File: src/rtl/local_move_controller_pkg.sv
// Shared types and helpers for the local-move controllers.
package local_move_controller_pkg;

  typedef enum logic [2:0] {
    StIdle,
    StLoad,
    StPropose,
    StSelect,
    StDone
  } state_e;

  // Widest mask the helpers can build; callers slice down to their own width.
  localparam int unsigned MaskMaxWidth = 32;

  // A clause count needs one bit more than an index so that the full count fits.
  function automatic int unsigned clause_count_width(input int unsigned idx_width);
    return idx_width + 1;
  endfunction

  // Bit k set when k < count.
  function automatic logic [MaskMaxWidth-1:0] thermometer_mask(input int unsigned count);
    return ~({MaskMaxWidth{1'b1}} << count);
  endfunction

  function automatic logic [MaskMaxWidth-1:0] one_hot(input int unsigned idx);
    return MaskMaxWidth'(1) << idx;
  endfunction

endpackage

File: src/rtl/local_move_controller_if.sv
// Handshake and datapath-control bundle between the search FSM, controller and datapath.
interface local_move_controller_if #(
  parameter int unsigned MAXIMUM_BIT_WIDTH_OF_CLAUSES_INDEX          = 2,
  parameter int unsigned MAXIMUM_BIT_WIDTH_OF_BOOLEAN_VARIABLE_INDEX = 1,
  parameter int unsigned MAXIMUM_BIT_WIDTH_OF_INTEGER_VARIABLE_INDEX = 1
);
  import local_move_controller_pkg::*;

  localparam int unsigned IdxWidth    = MAXIMUM_BIT_WIDTH_OF_CLAUSES_INDEX;
  localparam int unsigned ClauseCount = 1 << MAXIMUM_BIT_WIDTH_OF_CLAUSES_INDEX;
  localparam int unsigned CountWidth  = clause_count_width(MAXIMUM_BIT_WIDTH_OF_CLAUSES_INDEX);
  localparam int unsigned BoolCount   = 1 << MAXIMUM_BIT_WIDTH_OF_BOOLEAN_VARIABLE_INDEX;
  localparam int unsigned IntCount    = 1 << MAXIMUM_BIT_WIDTH_OF_INTEGER_VARIABLE_INDEX;

  logic                   in_start;
  logic                   in_load_formula;
  logic [CountWidth-1:0]  in_number_of_clauses;
  logic [BoolCount-1:0]   in_boolean_active_mask;
  logic [IntCount-1:0]    in_integer_active_mask;
  logic                   in_datapath_done;
  logic [IdxWidth-1:0]    out_clause_read_index;
  logic [IdxWidth-1:0]    out_clause_index;
  logic [ClauseCount-1:0] out_clauses_write_enable;
  logic [ClauseCount-1:0] out_clauses_enable;
  logic [BoolCount-1:0]   out_boolean_propose_enable;
  logic [IntCount-1:0]    out_integer_propose_enable;
  logic                   out_find_best_gain_enable;
  logic                   out_busy;
  logic                   out_done;
  logic                   out_best_found;

  // Controller side.
  modport master (
    input  in_start, in_load_formula, in_number_of_clauses, in_boolean_active_mask,
           in_integer_active_mask, in_datapath_done,
    output out_clause_read_index, out_clause_index, out_clauses_write_enable,
           out_clauses_enable, out_boolean_propose_enable, out_integer_propose_enable,
           out_find_best_gain_enable, out_busy, out_done, out_best_found
  );

  // Search FSM / datapath side.
  modport slave (
    output in_start, in_load_formula, in_number_of_clauses, in_boolean_active_mask,
           in_integer_active_mask, in_datapath_done,
    input  out_clause_read_index, out_clause_index, out_clauses_write_enable,
           out_clauses_enable, out_boolean_propose_enable, out_integer_propose_enable,
           out_find_best_gain_enable, out_busy, out_done, out_best_found
  );

endinterface

File: src/rtl/local_move_controller_clause_load_sequencer.sv
// Streams clause addresses 0..N-1 and trails each read by one cycle with its write strobe.
module local_move_controller_clause_load_sequencer
  import local_move_controller_pkg::*;
#(
  parameter int unsigned IdxWidth = 2
) (
  input  logic                          clk_i,
  input  logic                          rst_i,
  input  logic                          start_i,
  input  logic [IdxWidth:0]             count_i,
  output logic [IdxWidth-1:0]           read_index_o,
  output logic [IdxWidth-1:0]           write_index_o,
  output logic [(1 << IdxWidth)-1:0]    write_enable_o,
  output logic                          last_o
);

  localparam int unsigned ClauseCount = 1 << IdxWidth;
  localparam logic [IdxWidth:0] CountOne = (IdxWidth + 1)'(1);

  logic                   rd_valid_q, rd_valid_d;
  logic                   wr_valid_q, wr_valid_d;
  logic [IdxWidth-1:0]    rd_q, rd_d;
  logic [IdxWidth-1:0]    wr_idx_q, wr_idx_d;
  logic [IdxWidth:0]      n_q, n_d;
  logic [ClauseCount-1:0] wr_en_q, wr_en_d;
  logic [MaskMaxWidth-1:0] oh;
  logic                   rd_last;

  // Next read address and the write stage fed from the read issued last cycle.
  always_comb begin
    rd_valid_d = rd_valid_q;
    rd_d       = rd_q;
    n_d        = n_q;
    wr_valid_d = 1'b0;
    wr_idx_d   = '0;
    wr_en_d    = '0;
    oh         = one_hot(32'(rd_q));
    rd_last    = ({1'b0, rd_q} == (n_q - CountOne));
    if (start_i) begin
      rd_valid_d = 1'b1;
      rd_d       = '0;
      n_d        = count_i;
    end else if (rd_valid_q) begin
      wr_valid_d = 1'b1;
      wr_idx_d   = rd_q;
      wr_en_d    = oh[ClauseCount-1:0];
      if (rd_last) begin
        rd_valid_d = 1'b0;
        rd_d       = '0;
      end else begin
        rd_d = rd_q + IdxWidth'(1);
      end
    end
  end

  // Read counter and write pipeline registers.
  always_ff @(posedge clk_i or posedge rst_i) begin
    if (rst_i) begin
      rd_valid_q <= 1'b0;
      wr_valid_q <= 1'b0;
      rd_q       <= '0;
      wr_idx_q   <= '0;
      n_q        <= '0;
      wr_en_q    <= '0;
    end else begin
      rd_valid_q <= rd_valid_d;
      wr_valid_q <= wr_valid_d;
      rd_q       <= rd_d;
      wr_idx_q   <= wr_idx_d;
      n_q        <= n_d;
      wr_en_q    <= wr_en_d;
    end
  end

  assign read_index_o   = rd_q;
  assign write_index_o  = wr_idx_q;
  assign write_enable_o = wr_en_q;
  // Final write in flight with no read behind it.
  assign last_o         = wr_valid_q & ~rd_valid_q;

endmodule

File: src/rtl/local_move_controller.sv
// Sequencer: clause load, then propose, then best-gain selection, then a done pulse.
module local_move_controller
  import local_move_controller_pkg::*;
#(
  parameter int unsigned MAXIMUM_BIT_WIDTH_OF_CLAUSES_INDEX          = 2,
  parameter int unsigned MAXIMUM_BIT_WIDTH_OF_BOOLEAN_VARIABLE_INDEX = 1,
  parameter int unsigned MAXIMUM_BIT_WIDTH_OF_INTEGER_VARIABLE_INDEX = 1,
  parameter int unsigned PROPOSE_CYCLES                              = 2,
  parameter int unsigned SELECT_TIMEOUT                              = 4
) (
  input logic                     in_clk,
  input logic                     in_reset,
  local_move_controller_if.master bus
);

  localparam int unsigned ClauseCount = 1 << MAXIMUM_BIT_WIDTH_OF_CLAUSES_INDEX;
  localparam int unsigned CountWidth  = clause_count_width(MAXIMUM_BIT_WIDTH_OF_CLAUSES_INDEX);
  localparam int unsigned BoolCount   = 1 << MAXIMUM_BIT_WIDTH_OF_BOOLEAN_VARIABLE_INDEX;
  localparam int unsigned IntCount    = 1 << MAXIMUM_BIT_WIDTH_OF_INTEGER_VARIABLE_INDEX;
  localparam int unsigned TimerMax    = (PROPOSE_CYCLES > SELECT_TIMEOUT) ? PROPOSE_CYCLES
                                                                          : SELECT_TIMEOUT;
  localparam int unsigned TimerWidth  = $clog2(TimerMax) + 1;

  localparam logic [CountWidth-1:0] CountMax    = CountWidth'(ClauseCount);
  localparam logic [TimerWidth-1:0] ProposeLast = TimerWidth'(PROPOSE_CYCLES - 1);
  localparam logic [TimerWidth-1:0] SelectLast  = TimerWidth'(SELECT_TIMEOUT - 1);

  state_e                  state_q, state_d;
  logic [TimerWidth-1:0]   timer_q, timer_d;
  logic [BoolCount-1:0]    bool_mask_q, bool_mask_d;
  logic [IntCount-1:0]     int_mask_q, int_mask_d;
  logic [ClauseCount-1:0]  clauses_en_q, clauses_en_d;
  logic [CountWidth-1:0]   count_sat;
  logic [MaskMaxWidth-1:0] therm;
  logic                    found_d;
  logic                    seq_start;
  logic                    seq_last;

  logic                    busy_q, busy_d;
  logic                    done_q, done_d;
  logic                    best_found_q, best_found_d;
  logic                    fbg_en_q, fbg_en_d;
  logic [BoolCount-1:0]    bool_prop_q, bool_prop_d;
  logic [IntCount-1:0]     int_prop_q, int_prop_d;

  assign count_sat = (bus.in_number_of_clauses > CountMax) ? CountMax : bus.in_number_of_clauses;
  assign therm     = thermometer_mask(32'(count_sat));

  // State register plus the per-operation latches and stage timer.
  always_ff @(posedge in_clk or posedge in_reset) begin
    if (in_reset) begin
      state_q      <= StIdle;
      timer_q      <= '0;
      bool_mask_q  <= '0;
      int_mask_q   <= '0;
      clauses_en_q <= '0;
    end else begin
      state_q      <= state_d;
      timer_q      <= timer_d;
      bool_mask_q  <= bool_mask_d;
      int_mask_q   <= int_mask_d;
      clauses_en_q <= clauses_en_d;
    end
  end

  // Next-state: stage transitions, start latching and stage timer.
  always_comb begin
    state_d      = state_q;
    timer_d      = timer_q + TimerWidth'(1);
    bool_mask_d  = bool_mask_q;
    int_mask_d   = int_mask_q;
    clauses_en_d = clauses_en_q;
    found_d      = 1'b0;
    seq_start    = 1'b0;
    unique case (state_q)
      StIdle: begin
        timer_d = '0;
        if (bus.in_start) begin
          bool_mask_d  = bus.in_boolean_active_mask;
          int_mask_d   = bus.in_integer_active_mask;
          clauses_en_d = therm[ClauseCount-1:0];
          if (bus.in_load_formula && (count_sat != '0)) begin
            state_d   = StLoad;
            seq_start = 1'b1;
          end else begin
            state_d = StPropose;
          end
        end
      end
      StLoad: begin
        timer_d = '0;
        if (seq_last) state_d = StPropose;
      end
      StPropose: begin
        if (timer_q == ProposeLast) begin
          state_d = StSelect;
          timer_d = '0;
        end
      end
      StSelect: begin
        // Datapath done wins over a timeout landing in the same cycle.
        if (bus.in_datapath_done) begin
          state_d = StDone;
          found_d = 1'b1;
        end else if (timer_q == SelectLast) begin
          state_d = StDone;
        end
      end
      StDone: begin
        timer_d = '0;
        state_d = StIdle;
      end
      default: begin
        timer_d = '0;
        state_d = StIdle;
      end
    endcase
  end

  // Output next values decoded from the upcoming state so every output is a flop.
  always_comb begin
    busy_d       = (state_d != StIdle);
    done_d       = (state_d == StDone);
    best_found_d = found_d;
    fbg_en_d     = (state_d == StSelect);
    bool_prop_d  = (state_d == StPropose) ? bool_mask_d : '0;
    int_prop_d   = (state_d == StPropose) ? int_mask_d : '0;
  end

  // Output registers.
  always_ff @(posedge in_clk or posedge in_reset) begin
    if (in_reset) begin
      busy_q       <= 1'b0;
      done_q       <= 1'b0;
      best_found_q <= 1'b0;
      fbg_en_q     <= 1'b0;
      bool_prop_q  <= '0;
      int_prop_q   <= '0;
    end else begin
      busy_q       <= busy_d;
      done_q       <= done_d;
      best_found_q <= best_found_d;
      fbg_en_q     <= fbg_en_d;
      bool_prop_q  <= bool_prop_d;
      int_prop_q   <= int_prop_d;
    end
  end

  local_move_controller_clause_load_sequencer #(
    .IdxWidth(MAXIMUM_BIT_WIDTH_OF_CLAUSES_INDEX)
  ) u_clause_load_sequencer (
    .clk_i          (in_clk),
    .rst_i          (in_reset),
    .start_i        (seq_start),
    .count_i        (count_sat),
    .read_index_o   (bus.out_clause_read_index),
    .write_index_o  (bus.out_clause_index),
    .write_enable_o (bus.out_clauses_write_enable),
    .last_o         (seq_last)
  );

  assign bus.out_clauses_enable         = clauses_en_q;
  assign bus.out_boolean_propose_enable = bool_prop_q;
  assign bus.out_integer_propose_enable = int_prop_q;
  assign bus.out_find_best_gain_enable  = fbg_en_q;
  assign bus.out_busy                   = busy_q;
  assign bus.out_done                   = done_q;
  assign bus.out_best_found             = best_found_q;

endmodule
File: src/flat_wrapper.sv
// flat-port wrapper written by rule: the top's interface ports become plain ports
module local_move_controller_flat import local_move_controller_pkg::*;
#(
  parameter int unsigned MAXIMUM_BIT_WIDTH_OF_CLAUSES_INDEX          = 2,
  parameter int unsigned MAXIMUM_BIT_WIDTH_OF_BOOLEAN_VARIABLE_INDEX = 1,
  parameter int unsigned MAXIMUM_BIT_WIDTH_OF_INTEGER_VARIABLE_INDEX = 1,
  parameter int unsigned PROPOSE_CYCLES                              = 2,
  parameter int unsigned SELECT_TIMEOUT                              = 4
)
  (in_clk, in_reset, bus_in_start, bus_in_load_formula, bus_in_number_of_clauses, bus_in_boolean_active_mask, bus_in_integer_active_mask, bus_in_datapath_done, bus_out_clause_read_index, bus_out_clause_index, bus_out_clauses_write_enable, bus_out_clauses_enable, bus_out_boolean_propose_enable, bus_out_integer_propose_enable, bus_out_find_best_gain_enable, bus_out_busy, bus_out_done, bus_out_best_found);
  local_move_controller_if #(.MAXIMUM_BIT_WIDTH_OF_CLAUSES_INDEX(MAXIMUM_BIT_WIDTH_OF_CLAUSES_INDEX), .MAXIMUM_BIT_WIDTH_OF_BOOLEAN_VARIABLE_INDEX(MAXIMUM_BIT_WIDTH_OF_BOOLEAN_VARIABLE_INDEX), .MAXIMUM_BIT_WIDTH_OF_INTEGER_VARIABLE_INDEX(MAXIMUM_BIT_WIDTH_OF_INTEGER_VARIABLE_INDEX)) bus_i ();
  input logic in_clk;
  input logic in_reset;
  input wire logic [$bits(bus_i.in_start)-1:0] bus_in_start;
  input wire logic [$bits(bus_i.in_load_formula)-1:0] bus_in_load_formula;
  input wire logic [$bits(bus_i.in_number_of_clauses)-1:0] bus_in_number_of_clauses;
  input wire logic [$bits(bus_i.in_boolean_active_mask)-1:0] bus_in_boolean_active_mask;
  input wire logic [$bits(bus_i.in_integer_active_mask)-1:0] bus_in_integer_active_mask;
  input wire logic [$bits(bus_i.in_datapath_done)-1:0] bus_in_datapath_done;
  output wire logic [$bits(bus_i.out_clause_read_index)-1:0] bus_out_clause_read_index;
  output wire logic [$bits(bus_i.out_clause_index)-1:0] bus_out_clause_index;
  output wire logic [$bits(bus_i.out_clauses_write_enable)-1:0] bus_out_clauses_write_enable;
  output wire logic [$bits(bus_i.out_clauses_enable)-1:0] bus_out_clauses_enable;
  output wire logic [$bits(bus_i.out_boolean_propose_enable)-1:0] bus_out_boolean_propose_enable;
  output wire logic [$bits(bus_i.out_integer_propose_enable)-1:0] bus_out_integer_propose_enable;
  output wire logic [$bits(bus_i.out_find_best_gain_enable)-1:0] bus_out_find_best_gain_enable;
  output wire logic [$bits(bus_i.out_busy)-1:0] bus_out_busy;
  output wire logic [$bits(bus_i.out_done)-1:0] bus_out_done;
  output wire logic [$bits(bus_i.out_best_found)-1:0] bus_out_best_found;
  assign bus_i.in_start = bus_in_start;
  assign bus_i.in_load_formula = bus_in_load_formula;
  assign bus_i.in_number_of_clauses = bus_in_number_of_clauses;
  assign bus_i.in_boolean_active_mask = bus_in_boolean_active_mask;
  assign bus_i.in_integer_active_mask = bus_in_integer_active_mask;
  assign bus_i.in_datapath_done = bus_in_datapath_done;
  assign bus_out_clause_read_index = bus_i.out_clause_read_index;
  assign bus_out_clause_index = bus_i.out_clause_index;
  assign bus_out_clauses_write_enable = bus_i.out_clauses_write_enable;
  assign bus_out_clauses_enable = bus_i.out_clauses_enable;
  assign bus_out_boolean_propose_enable = bus_i.out_boolean_propose_enable;
  assign bus_out_integer_propose_enable = bus_i.out_integer_propose_enable;
  assign bus_out_find_best_gain_enable = bus_i.out_find_best_gain_enable;
  assign bus_out_busy = bus_i.out_busy;
  assign bus_out_done = bus_i.out_done;
  assign bus_out_best_found = bus_i.out_best_found;
  local_move_controller #(.MAXIMUM_BIT_WIDTH_OF_CLAUSES_INDEX(MAXIMUM_BIT_WIDTH_OF_CLAUSES_INDEX), .MAXIMUM_BIT_WIDTH_OF_BOOLEAN_VARIABLE_INDEX(MAXIMUM_BIT_WIDTH_OF_BOOLEAN_VARIABLE_INDEX), .MAXIMUM_BIT_WIDTH_OF_INTEGER_VARIABLE_INDEX(MAXIMUM_BIT_WIDTH_OF_INTEGER_VARIABLE_INDEX), .PROPOSE_CYCLES(PROPOSE_CYCLES), .SELECT_TIMEOUT(SELECT_TIMEOUT)) u_core (.in_clk(in_clk), .in_reset(in_reset), .bus(bus_i));
endmodule
File: config.mk
export PLATFORM = sky130hd
export DESIGN_NAME = local_move_controller_flat
export DESIGN_NICKNAME = d
export VERILOG_FILES = /design/src/rtl/local_move_controller_pkg.sv /design/src/rtl/local_move_controller_if.sv /design/src/rtl/local_move_controller_clause_load_sequencer.sv /design/src/rtl/local_move_controller.sv /design/src/flat_wrapper.sv
export SDC_FILE = /design/constraint.sdc
export NUM_CORES = 1
export LEC_CHECK = 0
export BUFFER_PORTS_ARGS = -buffer_cell sky130_fd_sc_hd__clkbuf_2
export CORE_MARGIN = 2
export CORE_UTILIZATION = 48
export CTS_CLUSTER_DIAMETER = 60
export DETAILED_ROUTE_END_ITERATION = 12
export PLACE_DENSITY = 0.79
export SETUP_SLACK_MARGIN = 0.02
export SKIP_CTS_REPAIR_TIMING = 1
export SLEW_MARGIN = 40
export SYNTH_ARGS = -nofsm -noshare
export SYNTH_HDL_FRONTEND = slang
export SYNTH_SLANG_ARGS = --single-unit
export TNS_END_PERCENT = 10
File: constraint.sdc
create_clock -name in_clk -period 1.58 [get_ports in_clk]
set_input_delay 0.316 -clock in_clk [delete_from_list [all_inputs] [get_ports in_clk]]
set_output_delay 0.316 -clock in_clk [all_outputs]
set_load 0.01 [all_outputs]
# After elaboration in Yosys (flattened, before gate mapping)
# Index checks and enable logic that the tools add are counted.
# totals
word_cells,74
reg_bits,35
out_inout_bits,20
in_bits,12
# classes
magnitude_cmp,1
n_bitwise,3
mux,33
shifts,2
eq_ne,9
n_reduce_logical,6
add_sub_neg,3
# op_table
cell,n
"32-bit by 3-bit << shifter with 4-bit output, first input constant",1
2-bit 2-to-1 mux,12
3-bit 2-to-1 mux,7
"3-bit by 2-bit == test with 1-bit output, second input constant",5
3-bit case mux with 4 select lines,1
1-bit 2-to-1 mux,10
4-bit 2-to-1 mux,2
"3-bit by 1-bit == test with 1-bit output, second input constant",2
3-bit case mux with 2 select lines,1
3-bit nonzero test,2
4-bit NOT,1
"1-bit by 2-bit << shifter with 4-bit output, first input constant",1
"3-bit by 1-bit adder with 3-bit output, second input constant",1
2-bit by 3-bit == test with 1-bit output,1
"3-bit == test, second input constant",1
"3-bit greater-than comparator, second input constant",1
3-bit zero test,1
"3-bit by 1-bit subtractor with 3-bit output, second input constant",1
"2-bit by 1-bit adder with 2-bit output, second input constant",1
2-bit AND reduction,1
2-bit nonzero test,1
1-bit AND,1
1-bit logical AND,1
1-bit NOT,1

# Depth between registers and ports, before layout
# Gate-level depths: netlist of run 1.
# depth
depth_word,9
ltp_mapped,6
ltp_nobuf,6

# Hierarchy
# A second synthesis of run 1 with hierarchy kept.
# unflattened
hier_cells,125
hier_area_um2,1505.2
# by_module_without_submodules
module,cells_each,seq_area_each_um2,area_per_inst_um2,instances
local_move_controller,76,550.5,930.9,1
local_move_controller_clause_load_sequencer,49,325.3,574.3,1

# Worst setup path after synthesis of run 1
# OpenSTA, ideal clock, no wires.
# synth_timing
kind,register to register
start,reg u_core.state_q[0]
end,reg u_core.int_prop_q[0] (netlist: u_core.bus.out_integer_propose_enable[0])
path_buffers,1
setup_slack_ns,-0.019
path_stages_with_launch,5
setup_ns,0.121
t_required_ns,1.459
synth_period_minus_slack_ns,1.599
arrival_time_ns,1.478
cell_sequence,dfrtp_1 -> nor4b_4 -> buf_6 -> mux2_1 -> and4b_1
# synth_between
elab_cells_between_ends,13
classes_between,eq/ne: 4; mux: 8; reduce/logical: 1
# synth_rtl
item,line_no,text
"start, declared",local_move_controller.sv:28,"state_e state_q, state_d;"
"start signal, assigned",local_move_controller.sv:52,state_q <= StIdle;
"start signal, assigned",local_move_controller.sv:58,state_q <= state_d;
3-bit zero test,local_move_controller.sv:75,unique case (state_q)
2-bit 2-to-1 mux,local_move_controller.sv:75,
named net u_core.int_mask_d[0],local_move_controller.sv:31,"logic [IntCount-1:0] int_mask_q, int_mask_d;"
2-bit 2-to-1 mux,local_move_controller.sv:127,int_prop_d = (state_d == StPropose) ? int_mask_d : '0;
named net u_core.int_prop_d[0],local_move_controller.sv:44,"logic [IntCount-1:0] int_prop_q, int_prop_d;"
"end signal, assigned",local_move_controller.sv:145,int_prop_q <= int_prop_d;
"end, declared",local_move_controller.sv:44,
# The timed path passes the listed nets, and every way through them passes these cells.
# A chain may end at the register's enable or synchronous reset.

# Final worst setup path of run 1
# layout_timing
start,reg u_core.state_q[0]
end,reg u_core.bool_prop_q[1] (netlist: u_core.bus.out_boolean_propose_enable[1])
# layout_between
elab_cells_between_ends,13
classes_between,eq/ne: 4; mux: 8; reduce/logical: 1
# layout_rtl
item,line_no,text
3-bit zero test,local_move_controller.sv:75,
2-bit 2-to-1 mux,local_move_controller.sv:75,
named net u_core.bool_mask_d[1],local_move_controller.sv:30,"logic [BoolCount-1:0] bool_mask_q, bool_mask_d;"
2-bit 2-to-1 mux,local_move_controller.sv:126,bool_prop_d = (state_d == StPropose) ? bool_mask_d : '0;
named net u_core.bool_prop_d[1],local_move_controller.sv:43,"logic [BoolCount-1:0] bool_prop_q, bool_prop_d;"
"end signal, assigned",local_move_controller.sv:144,bool_prop_q <= bool_prop_d;
"end, declared",local_move_controller.sv:43,
# The timed path passes the listed nets, and every way through them passes these cells.

==> results.toml, run 1 <==
[run_status]
run_status = "finished clean"

[power]
p_switching_w = 0.00127
total_power_w = 0.00349
pwr-share-seq_pct = 42.0
power_density_mw_per_mm2 = 1790
pwr-share-comb_pct = 45.1
clkPwrFrac_pct = 12.9
leakage_nw = 1.00
power.internal_w = 0.00223
p_sw_share_pct = 36.3
ir_worst_vdd_mv = 0.745

[synth]
yosysUniqueCellTypes = 32
synth_edf_count = 0
syn_nets = 143
yosysTopAreaCell = "dfrtp_1"
synthTopCellsByCount = "35 x dfrtp_1, 10 x nor2_1, 8 x and3_1, 8 x ha_1, 8 x inv_1"
synth.most_common_cell = "dfrtp_1"
seq_area_frac_synth_pct = 57.4
synth-async-reset-ratio_pct = 100
yosysWarnings = 0
avgSynthCellArea_um2 = 12.4
synth_flop_cell = "dfrtp_1"
syn_inst = 123
syn_area_mm2 = 0.00153
synth_top_area_share_pct = 57.4
ys_top_cells_by_area = "dfrtp_1 57%, ha_1 6.6%, and3_1 3.3%"
ys_ff_latch = 35

[setup_path]
crit_fanout = 6
startpoint_type = "flip-flop"
cp.required_ns = 1.82
criticalPathCategory = "reg2reg"
crit_chain = "nor4b_4 > buf_6 > mux2_4 > and4b_1"
worstSetupEndpointType = "flip-flop"
cpMaxStageDelayCell = "dfrtp_2"
cp.arrival_ns = 1.81
crit_buf_inv = 1
max_stage_delay_ns = 0.48
path_delay_family = "simple AND/OR/NAND/NOR gates"

[sta]
slew-limit-headroom_pct = 71.4
holdWs_ns = 0.0391
min_period_over_period_pct = 99.6
timing.fmax_mhz = 635
setup_viol_count_final = 0
skew_ns = 0.0107
fin_ws_ns = 0.00582
worst_slew_pin_slew_ns = 0.429
final-hold-violation-count = 0
rsz0062_at_grt = "true"
slew_violations = 0
min_period_ns = 1.57

[global_route]
antenna_found_initial = 0
grt.total_usage_pct = 18.4
grt_pass1_wl_um = 4770
grt_max_degree = 36
grt_overflow = 0
grt_pass1_vias = 1085

[clocking]
clk_pin_slew_ns = 0.10
clock-sinks = 35
insertion_delay_ns = 0.34
cts_tree = "done"
clk_path_buf_depth = 2
clockRootBuffer = "clkbuf_4"
cts_inserted_buffers = 5
h-tree-depth = 2

[cells_and_area]
antenna_cells = 0
synthToLayoutAreaGrowth_pct = 28.1
final_area_mm2 = 0.00195
nets = 194
drive_above_1_share_pct = 41.1

[detailed_routing]
wl_per_cell_um = 13.6
via_per_inst = 4.89
vias = 1072
firstDrtPassIters = 4
routed_wl_um = 2980
drtIter0Drc = 22
ant_nets = 0
remaining_drc_errors = 0

[die]
rows = 20
dieArea_mm2 = 0.00364
core_mm2 = 0.00303
dieWidth_um = 60.4
io-pin-count = 32
start_util_pct = 50.4
die-height_um = 60.4

[placement]
portBuffers = 31
place_area_mm2 = 0.00181
gp_congestion = 0.757
dp_hpwl_um = 2150
dp_slack_ns = -0.0499

[run]
cap_violations = 0

[worst_hold_path]
hp-class = "in2async"
## sequential cells by signal (all words and copies together) (netlist names), 2 cells and up
| register | count |
|---|---|
| u_core.bus.out_integer_propose_enable | 2 |
| u_core.bus.out_clauses_enable | 4 |
| u_core.bool_mask_q | 2 |
| u_core.int_mask_q | 2 |
| u_core.timer_q | 3 |
| u_core.u_clause_load_sequencer.write_index_o | 2 |
| u_core.state_q | 3 |
| u_core.u_clause_load_sequencer.read_index_o | 2 |
| u_core.bus.out_boolean_propose_enable | 2 |
| u_core.u_clause_load_sequencer.write_enable_o | 4 |
| u_core.u_clause_load_sequencer.n_q | 3 |
## power groups by stage
| stage | logic [W] | clock network (W) | registers, W |
|---|---|---|---|
| final | 0.00158 | 0.000450 | 0.00147 |
| after global routing | 0.00175 | 0.000495 | 0.00151 |
| after CTS | 0.00142 | 0.000461 | 0.00146 |
| after detailed placement | 0.00141 | 0 | 0.00148 |
| after global placement | 0.00134 | 0 | 0.00145 |
| after floorplan | 0.000833 | 0 | 0.00153 |
## cell families after synthesis
family | Yosys count | synth area share (%)
simple gates | 48 | 20.7
flops | 35 | 57.4
compound gates | 11 | 4.76
buf+inv | 11 | 3.69
fa+ha+maj | 8 | 6.56
mux | 7 | 5.17
xor+xnor | 3 | 1.72
## cell usage in the layout, fill, tap and decap left out, types with 2 or more instances in the layout
master,n
dfrtp_1,34
clkbuf_2,31
buf_4,13
nor2_1,9
inv_1,8
and3_1,7
ha_1,6
nand3_1,5
a21oi_1,5
clkbuf_4,5
nand2_1,4
nand2b_1,4
mux2_4,4
and4b_1,4
nand3b_1,3
buf_6,3
xor2_1,2
mux2_2,2
clkbuf_1,2
## worst paths after layout
path | to | slack (ns) | cells past startpoint | startpoint
setup / recovery | u_core.bus.out_boolean_propose_enable[1] | 0.006 | 4 | u_core.state_q[0]
hold reg to reg | u_core.timer_q[0] | 0.48 | 1 | u_core.timer_q[0]
setup reg to reg | u_core.bus.out_boolean_propose_enable[1] | 0.006 | 4 | u_core.state_q[0]
max in group asynchronous | u_core.state_q[0] | 1.21 | 3 | in_reset
min in group in_clk | u_core.int_mask_q[1] | 0.23 | 2 | bus_in_integer_active_mask[1]
hold / removal | u_core.int_mask_q[1] | 0.04 | 3 | in_reset
## layer usage
layer	routed length [um]	track usage (%)	part of all wire (%)	up-vias
met3	143	4.90	4.8	9
met4	75	10.2	2.5	0
met5	0	0	0	-
met1	1280	22.7	43	516
met2	1480	29.3	50	26
li1	-	-	-	521
## per-stage QoR
step,util (%),cells,TNS (ns)
after floorplan,-,123,0
after global placement,59.8,208,-0.0331
after detailed placement,59.8,208,-0.179
after CTS,61.4,216,-0.312
after global routing,64.5,219,-0.318
final,64.5,219,0
## tightest hold or removal path, stage by stage
cell and delay [ns]:
clkbuf_2 0.08, inv_1 0.04, buf_4 0.37
## final cells by class
type	instances	area [um2]
fill	232	1070
sequential	35	877
multi-input combinational	77	656
timing repair buffer	47	287
tap	44	55.1
clock buffer	7	45.0
inverter	8	30.0
clock inverter	1	5.00
Power figures use the tool's default switching activity.
==> inputs of run 2 (changes only) <==
--- a/config.mk
+++ b/config.mk
@@ -7,10 +7,11 @@
 export LEC_CHECK = 0
 export BUFFER_PORTS_ARGS = -buffer_cell sky130_fd_sc_hd__clkbuf_2
 export CORE_MARGIN = 2
-export CORE_UTILIZATION = 48
+export CORE_UTILIZATION = 57
 export CTS_CLUSTER_DIAMETER = 60
 export DETAILED_ROUTE_END_ITERATION = 12
-export PLACE_DENSITY = 0.79
+export MAX_ROUTING_LAYER = met4
+export PLACE_DENSITY = 0.88
 export SETUP_SLACK_MARGIN = 0.02
 export SKIP_CTS_REPAIR_TIMING = 1
 export SLEW_MARGIN = 40
==> constraint.sdc (replaced) <==
create_clock -name in_clk -period 2 [get_ports in_clk]
set_input_delay 0.4 -clock in_clk [delete_from_list [all_inputs] [get_ports in_clk]]
set_output_delay 0.4 -clock in_clk [all_outputs]
set_load 0.01 [all_outputs]
==> run 2 against run 1 <==
Effect of this change: power down 24%; die area down 15%; final cell count down 12%; worst setup slack better by 0.19 ns; register-to-register slack better by 0.19 ns; combinational power down 35%; via count down 0.37%; design area down 8.4%; critical path depth unchanged; first-iteration DRC count up 27%; highest routed layer unchanged.
==> results.toml, run 2 (synthesized netlist as in run 1, its figures left out) <==
[detailed_routing]
drtIter0Drc = 28
ant_nets = 0
remaining_drc_errors = 0
vias = 1068
firstDrtPassIters = 6
routed_wl_um = 2960
wl_per_cell_um = 15.4
via_per_inst = 5.53

[clocking]
clk_pin_slew_ns = 0.10
h-tree-depth = 2
clk_path_buf_depth = 2
cts_tree = "done"
cts_inserted_buffers = 5
insertion_delay_ns = 0.33
clockRootBuffer = "clkbuf_4"
clock-sinks = 35

[global_route]
grt_overflow = 0
grt_pass1_wl_um = 4810
grt.total_usage_pct = 21.3
grt_use_met2_pct = 35.4
grtUsageMet3_pct = 6.98
grtUsageMet1_pct = 23.8
grt_pass1_vias = 1055
grt-busiest-layer = "met2"
antenna_found_initial = 0
grt_max_degree = 36

[die]
rows = 18
start_util_pct = 61.0
core_mm2 = 0.00250
die-height_um = 55.7
dieArea_mm2 = 0.00311
io-pin-count = 32
dieWidth_um = 55.7

[sta]
setup_viol_count_final = 0
rsz0062_at_grt = "false"
slew-limit-headroom_pct = 71.2
fin_setup_tns_ns = 0
slew_violations = 0
worst_slew_pin_slew_ns = 0.432
final-hold-violation-count = 0
fin_ws_ns = 0.192
min_period_ns = 1.81
skew_ns = 0.00234
min_period_over_period_pct = 90.4
timing.fmax_mhz = 553

[cells_and_area]
fill_cells = 183
drive_above_1_share_pct = 31.9
antenna_cells = 0
final_area_mm2 = 0.00179
multi_input_area_um2 = 593
nets = 182
final_common_cell = "dfrtp_1"
seq_area_um2 = 876
layout_common_cells = "35 x dfrtp_1, 31 x clkbuf_2, 10 x nor2_1"
synthToLayoutAreaGrowth_pct = 17.4

[power]
pwr-share-seq_pct = 44.8
clkPwrFrac_pct = 16.1
pwr-share-comb_pct = 39.1
ir_worst_vdd_mv = 1.13
p_sw_share_pct = 36.6
p_switching_w = 0.000967
leakage_nw = 0.932
power_density_mw_per_mm2 = 1480
power.internal_w = 0.00168

[run_status]
run_status = "finished clean"

[setup_path]
max_stage_delay_ns = 0.49
criticalPathCategory = "reg2reg"
crit_fanout = 8
crit_chain = "nor4b_4 > buf_4 > mux2_1 > and4b_1"
cp.required_ns = 2.22
worstSetupEndpointType = "flip-flop"
startpoint_type = "flip-flop"
cp.arrival_ns = 2.02
cpMaxStageDelayCell = "dfrtp_1"

[run]
cap_violations = 0

[placement]
gp_congestion = 0.884
dp_slack_ns = 0.215
dp_hpwl_um = 2210
place_area_mm2 = 0.00172
portBuffers = 31

[worst_hold_path]
hp-class = "in2async"
## run 2: changes by cell type in the layout (fill, tap and decap cells not counted), moves of 2 or more
cell      change
buf_4         -9
buf_6         -3
clkbuf_8      +2
ha_1          +2
mux2_1        +2
mux2_2        +2
mux2_4        -4
## run 2: layout make-up
cell class	count	share of cell area [%]
sequential	35	48.9
inverter	8	1.68
clock buffer	8	3.84
multi-input combinational	77	33.1
timing repair buffer	35	10.3
tap	30	2.10
## run 2: per-layer routing
layer,wire (um),part of all wire (%)
met5,0,0
met4,46,1.6
met3,166,5.6
met2,1550,52
met1,1200,40
## run 2: per-stage QoR
step	hold WS (ns)	total power (W)	util (%)	instances
finish	0.128	0.00265	71.6	193
global route	0.169	0.00283	71.6	193
CTS	0.138	0.00265	71.6	193
detailed placement	0.457	0.00224	68.9	185
global placement	0.449	0.00213	68.9	185
floorplan	0.437	0.00186	-	123
## run 2: worst max-delay path, delay by kind of cell, from the launching register on
kind / cells / cell delay (ns)
simple gates: 2 / 0.62
mux: 1 / 0.37
flops: 1 / 0.49
buf+inv: 1 / 0.21
## run 2: final timing paths
path	endpoint	start	slack (ns)	depth (start not counted)
setup / recovery	u_core.bus.out_boolean_propose_enable[0]	u_core.state_q[0]	0.19	4
hold / removal	u_core.timer_q[2]	in_reset	0.13	3
setup reg to reg	u_core.bus.out_boolean_propose_enable[0]	u_core.state_q[0]	0.19	4
hold reg to reg	u_core.timer_q[0]	u_core.timer_q[0]	0.47	1
max in group asynchronous	u_core.bus.out_find_best_gain_enable	in_reset	1.57	3
min in group in_clk	u_core.int_mask_q[0]	bus_in_integer_active_mask[0]	0.31	2
## run 2: power groups by stage
stage                     registers [W]  logic [W]  clock network (W)
after floorplan                 0.00121   0.000648                  0
final                           0.00119    0.00103           0.000427
after CTS                       0.00119    0.00104           0.000427
after global placement          0.00118   0.000957                  0
after detailed placement        0.00120    0.00103                  0
after global routing            0.00122    0.00113           0.000470
